## src/rtl/bpf_pkg.sv

```systemverilog
// Shared definitions for the BPF packet ingest path: FSM state encoding and stream width.
package bpf_pkg;

    localparam int unsigned STREAM_WIDTH = 32;

    typedef enum logic [2:0] {
        IDLE  = 3'd0,
        CLEAR = 3'd1,
        FILL  = 3'd2,
        DRAIN = 3'd3,
        DONE  = 3'd4
    } state_e;

endpackage

```

## src/rtl/packet_filler.sv

```systemverilog
// Stream-to-RAM ingest stage: writes one packet into packet_ram per buffer grant.
// Reports word count and truncation with a done pulse once the RAM holds the whole packet.
module packet_filler
    import bpf_pkg::*;
#(
    parameter int unsigned ADDR_WIDTH = 10,
    parameter int unsigned DATA_WIDTH = 64
) (
    input  logic                    clk,
    input  logic                    rst_n,
    input  logic [STREAM_WIDTH-1:0] s_tdata,
    input  logic                    s_tvalid,
    input  logic                    s_tlast,
    output logic                    s_tready,
    input  logic                    buf_avail,
    output logic                    done,
    output logic [ADDR_WIDTH-1:0]   word_count,
    output logic                    truncated,
    output logic [ADDR_WIDTH-1:0]   ram_addr,
    output logic [DATA_WIDTH-1:0]   ram_di,
    output logic                    ram_wr_en,
    output logic                    ram_len_rst
);

    // Top address is never written: the RAM's addr+1 port would wrap onto word 0.
    localparam logic [ADDR_WIDTH-1:0] MAX_WORD = {{(ADDR_WIDTH-1){1'b1}}, 1'b0};

    state_e                  r_state;
    logic [ADDR_WIDTH-1:0]   r_wptr;
    logic                    r_done;
    logic [ADDR_WIDTH-1:0]   r_word_count;
    logic                    r_truncated;
    logic [ADDR_WIDTH-1:0]   r_ram_addr;
    logic [DATA_WIDTH-1:0]   r_ram_di;
    logic                    r_ram_wr_en;
    logic                    r_ram_len_rst;

    logic                    w_ready;
    logic                    w_beat;

    assign w_ready = (r_state == FILL) || (r_state == DRAIN);
    assign w_beat  = s_tvalid & w_ready;

    always_ff @(posedge clk or negedge rst_n) begin
        if (!rst_n) begin
            r_state       <= IDLE;
            r_wptr        <= '0;
            r_done        <= 1'b0;
            r_word_count  <= '0;
            r_truncated   <= 1'b0;
            r_ram_addr    <= '0;
            r_ram_di      <= '0;
            r_ram_wr_en   <= 1'b0;
            r_ram_len_rst <= 1'b0;
        end else begin
            r_ram_wr_en   <= 1'b0;
            r_ram_len_rst <= 1'b0;
            r_done        <= 1'b0;
            case (r_state)
                IDLE: begin
                    // Strobe registered on entry so it is high during the CLEAR cycle itself.
                    if (buf_avail) begin
                        r_state       <= CLEAR;
                        r_ram_len_rst <= 1'b1;
                    end
                end
                CLEAR: begin
                    r_wptr       <= '0;
                    r_truncated  <= 1'b0;
                    r_word_count <= '0;
                    r_state      <= FILL;
                end
                FILL: begin
                    if (w_beat) begin
                        // Low half zeroed; the next word's write overwrites it.
                        r_ram_addr   <= r_wptr;
                        r_ram_di     <= {s_tdata, {(DATA_WIDTH-STREAM_WIDTH){1'b0}}};
                        r_ram_wr_en  <= 1'b1;
                        r_wptr       <= r_wptr + 1'b1;
                        r_word_count <= r_wptr + 1'b1;
                        if (s_tlast) begin
                            r_state <= DONE;
                        end else if (r_wptr == MAX_WORD) begin
                            r_truncated <= 1'b1;
                            r_state     <= DRAIN;
                        end
                    end
                end
                DRAIN: begin
                    if (w_beat && s_tlast) begin
                        r_state <= DONE;
                    end
                end
                DONE: begin
                    r_done  <= 1'b1;
                    r_state <= IDLE;
                end
                default: r_state <= IDLE;
            endcase
        end
    end

    assign s_tready    = w_ready;
    assign done        = r_done;
    assign word_count  = r_word_count;
    assign truncated   = r_truncated;
    assign ram_addr    = r_ram_addr;
    assign ram_di      = r_ram_di;
    assign ram_wr_en   = r_ram_wr_en;
    assign ram_len_rst = r_ram_len_rst;

endmodule

```

## config.mk

```make
export PLATFORM = sky130hd
export DESIGN_NAME = packet_filler
export DESIGN_NICKNAME = d
export VERILOG_FILES = /design/src/rtl/bpf_pkg.sv /design/src/rtl/packet_filler.sv
export SDC_FILE = /design/constraint.sdc
export NUM_CORES = 1
export LEC_CHECK = 0
export CORE_MARGIN = 10
export CORE_UTILIZATION = 45
export DETAILED_ROUTE_END_ITERATION = 8
export DONT_BUFFER_PORTS = 1
export PLACE_DENSITY_LB_ADDON = 0.3
export REMOVE_ABC_BUFFERS = 1
export SLEW_MARGIN = 20
export SYNTH_ARGS = -nofsm -noshare
export SYNTH_HDL_FRONTEND = slang
export SYNTH_SLANG_ARGS = --single-unit
```

## constraint.sdc

```tcl
create_clock -name clk -period 2.79 [get_ports clk]
set_clock_uncertainty 0.1 [all_clocks]
set_input_delay 0.558 -clock clk [delete_from_list [all_inputs] [get_ports clk]]
set_output_delay 0.558 -clock clk [all_outputs]
set_load 0.01 [all_outputs]
```

# == Word-level counts from Yosys, hierarchy flattened ==
# Index checks and enable logic that the tools add are counted.
# word_totals
register_bits,59
latchBits,0
mem_bits_rw,0
mem_bits_ro,0
inputBits,37
out_inout_bits,89
word_cells,46
memories,0
# classes
add_sub_neg,1
multipliers,0
n_div,0
n_lt_le_gt_ge,0
n_eq_ne,11
shift,0
mux,17
bitwise_logic,1
n_reduce_logical,8
# ops
operator,count
case mux 10 bit (2 select lines),1
2-to-1 mux 3 bit,5
case mux 3 bit (4 select lines),1
"adder 10 x 1 -> 10 bit, second input constant",1
"equality test 10 bit, second input constant",1
2-to-1 mux 10 bit,1
2-to-1 mux 1 bit,8
AND reduction 4 bit,2
"equality test 3 x 2 -> 1 bit, second input constant",2
"inequality test 2 bit, second input constant",3
"inequality test 2 x 1 -> 1 bit, second input constant",2
AND reduction 2 bit,2
"equality test 3 x 1 -> 1 bit, second input constant",1
"equality test 3 bit, second input constant",1
logical NOT 3 bit,1
"inequality test 3 x 2 -> 1 bit, second input constant",1
case mux 1 bit (2 select lines),1
nonzero test 2 bit,1
bitwise AND 1 bit,1
logical AND 1 bit,1
logical OR 1 bit,1

# == Depth between registers and ports, before layout ==
# depth
depth_word,6
depth_mapped,7
ltp_nobuf,6

# == Least setup slack after synthesis ==
# No wires, ideal clock.
# synth_path
kind,input-to-reg
startpoint,input s_tvalid
endpoint,"register r_word_count[9], in the netlist word_count[9]"
setup_time_ns,0.135
arrival_time_ns,1.256
t_required_ns,2.555
path_slack_ns,1.299
cell_stages,5
n_path_buf,1
cell_sequence,nand4bb_1 -> buf_6 -> nor4_4 -> xnor2_1 -> nor2_1
# synth_via
elab_chain_len,3
# synth_rtl
element,line,source
start: declaration,packet_filler.sv:12,"input logic s_tvalid,"
bitwise AND 1 bit,packet_filler.sv:42,assign w_beat = s_tvalid & w_ready;
inequality test 2 bit (no source line),--,
AND reduction 2 bit (no source line),--,
end signal: assignment,packet_filler.sv:80,r_word_count <= r_wptr + 1'b1;
end: declaration,packet_filler.sv:31,logic [ADDR_WIDTH-1:0] r_word_count;
# Every way passes these cells.
# A chain may end at the register's enable or synchronous reset.

# == Final worst setup path ==
# layout_path
startpoint,register r_state[2]
endpoint,"register r_ram_di[37], in the netlist ram_di[37]"
# layout_via
elab_chain_len,4
elab_cells_between_ends,5
cone_classes,eq/ne (2); bitwise (1); reduce/logical (2)
# layout_rtl
element,line,source
start: declaration,packet_filler.sv:28,state_e r_state;
start signal: assignment,packet_filler.sv:46,r_state <= IDLE;
start signal: assignment,packet_filler.sv:63,r_state <= CLEAR;
start signal: assignment,packet_filler.sv:71,r_state <= FILL;
equality test 3 x 2 -> 1 bit (on tied branches),"packet_filler.sv:41, packet_filler.sv:59",
logical OR 1 bit,packet_filler.sv:41,assign w_ready = (r_state == FILL) || (r_state == DRAIN);
bitwise AND 1 bit,packet_filler.sv:42,
AND reduction 2 bit (no source line) (*),--,
end signal: assignment,packet_filler.sv:77,"r_ram_di <= {s_tdata, {(DATA_WIDTH-STREAM_WIDTH){1'b0}}};"
end: declaration,packet_filler.sv:34,logic [DATA_WIDTH-1:0] r_ram_di;
# Mark *: on every way between the ends. The rest lies on a longest branch, timed or not.

==> impl_metrics.yaml <==
hold_path:
  worstHoldPathType: "in2reg"
  min_path_cells: 2
  min_from: "s_tdata[27]"
  min_to: "ram_di[59]"
critical_path:
  reg2reg_from: "r_state[2]"
  critPathCaptureType: "flip-flop"
  r2r-end: "ram_di[37]"
  worst-r2r-cell-count: 6
  setup.worst_path.start_class: "flip-flop"
  cp_max_fo: 25
  critPathRequiredTime_ps: 2950
  arrival_ps: 2060
  startpoint: "r_state[2]"
  reg2reg_setup_slack_ps: 890
  crit_type: "reg2reg"
sta:
  finalSetupViolations: 0
  slew_viol_final: 0
  fmax_ghz: 0.526
  period_share_pct: 68.2
  rsz0062_at_grt: "no"
  hold_slack_ps: 236
  period_minus_slack_ps: 1900
  hold_viol_final: 0
finish:
  seq_area_sq_um: 1480
  final_common_cell: "nand2_1"
  drive_above_1_share_pct: 8.05
  final_cell_mix: "129 x nand2_1, 59 x dfrtp_1, 32 x conb_1, 13 x nor2_1, 12 x clkbuf_8"
  multi_input_area_sq_um: 977
  final_area_sq_um: 2830
  fillers: 543
  antennaDiodeCount: 0
  final_nets: 334
  areaGrowthSynthToFinish_pct: 6.36
die:
  start_util_pct: 47.4
  die_area_sq_um: 9380
  die_w_um: 96.9
  fp.dieH_um: 96.9
  ios: 126
  core_sq_um: 5610
  rows: 27
clock_network:
  post_cts_resized: 0
  cts_setup_buffers: 0
  cts_sinks: 59
  cts_tree: "done"
  insertion_delay_ps: 330
  ctsHtreeMaxLevel: 3
  cts_buffer_depth: 2
  cts_root_buf: "clkbuf_8"
  cts_hold_buf: 2
  path_clk_slew_ps: 70
  numCtsBuffers: 9
grt:
  antenna_found_initial: 0
  grtUsageTotal_pct: 13.2
  grt_overflow: 0
  grt_pass1_wl_um: 10100
  grt_max_degree: 60
  grt_pass1_vias: 1796
logic_synthesis:
  synth_cell_types: 33
  avgSynthCellArea_sq_um: 9.13
  netlist_area_sq_um: 2660
  syn-instance-count: 291
  ys_ff_latch: 59
  yosysWarnings: 0
  ys_seq_area_share_pct: 55.6
placed_design:
  dp_hpwl_um: 4660
  gp_congestion: 0.797
  placed_area_sq_um: 2590
  port_buffers: 0
route:
  viasPerCell: 4.89
  wl_um: 6320
  drc: 0
  wl_per_cell_um: 17.1
  first_pass_iters: 4
  dr_total_vias: 1809
  drtAntennaViolNets: 0
  drt_iter0_markers: 89
power_and_ir_drop:
  p_leak_uw: 0.00152
  irDropWorstVdd_mv: 0.416
  powerDensity_nw_per_um2: 1030
  power_uw: 2900
run_status:
  status: "finished clean"
flow_run:
  maxCapViolCount: 0
==> cell type report <==
cell class              instances  area share [%]
clock inverters                 2            1.24
flip-flops and latches         59            52.2
clock buffers                  12            5.84
well taps                      72            3.19
multi-input cells             215            34.6
inverters                       4           0.531
repair buffers                  6            2.39
==> cells in the mapped netlist <==
library cell	instances	area share [%]
nand2_1	129	18
dfrtp_1	59	56
buf_4	32	9.0
nor2_1	13	1.8
buf_2	7	1.3
nand3_1	5	0.94
o21ai_0	5	0.94
xnor2_1	4	1.3
and3_1	3	0.71
inv_1	3	0.42
nand2b_1	3	0.71
a31oi_1	2	0.47
and2_1	2	0.47
buf_6	2	0.85
clkbuf_1	2	0.28
ha_1	2	0.94
nor4_4	2	1.6
a211oi_1	1	0.28
a22oi_1	1	0.28
a311oi_1	1	0.33
clkbuf_2	1	0.19
conb_1	1	0.14
inv_2	1	0.14
mux2i_1	1	0.38
nand4_1	1	0.24
nand4bb_1	1	0.42
nor3_1	1	0.19
nor3b_2	1	0.47
nor4_1	1	0.24
o211ai_1	1	0.28
o21ai_1	1	0.19
o21bai_1	1	0.28
xor2_1	1	0.33
==> worst max-delay path, stage by stage (launching register included) <==
cell and delay, ps:
dfrtp_1 460, nand4bb_2 240, buf_4 220, inv_2 340
buf_4 330, nand2_1 90, nand2_1 60
==> metal layers <==
metal	part of all wire [%]	vias up	global-route usage (%)	wire length, um
met5	0	-	0	0
met4	1.8	0	7.67	114
met3	13	9	7.24	811
met2	47	93	19.4	2960
met1	39	851	14.6	2440
li1	-	856	-	-
==> cells by family (layout without fill, tap and decap cells) <==
logic type / Yosys count / count (layout) / synth area share [%]
mux: 1 / 1 / 0.377
xor+xnor: 5 / 5 / 1.65
other cells: 1 / 32 / 0.141
flops: 59 / 59 / 55.6
fa+ha+maj: 2 / 2 / 0.941
compound gates: 13 / 13 / 3.06
simple gates: 162 / 162 / 26.0
buf+inv: 48 / 24 / 12.2
==> worst max-delay path by stage <==
stage,end,depth (start not counted)
finish,ram_di[37],6
global route,word_count[6],6
CTS,ram_di[37],6
global placement,ram_addr[5],6
floorplan,word_count[4],5
detailed placement,ram_di[50],6
==> report_power, final <==
part           leakage (uW)  internal [uW]  switching, uW  total [uW]
registers          0.000766           1150            394        1540
clock network      0.000104            474            301         775
logic              0.000651            204            380         584
==> metrics by stage <==
step / TNS, ps / instances / setup slack [ps] / utilization, %
after global placement: 0 / 354 / 935 / 46.2
after detailed placement: 0 / 354 / 889 / 46.2
after global routing: 0 / 370 / 699 / 50.4
final: 0 / 370 / 887 / 50.4
after CTS: 0 / 370 / 865 / 50.4
after floorplan: -13160 / 278 / -551 / -
==> registers in the layout, summed over array words and instances (netlist names) <==
name         flops
word_count      10
r_state          3
ram_di          32
ram_wr_en        1
ram_addr        10
truncated        1
ram_len_rst      1
done             1
(Power assumes the default switching activity.)
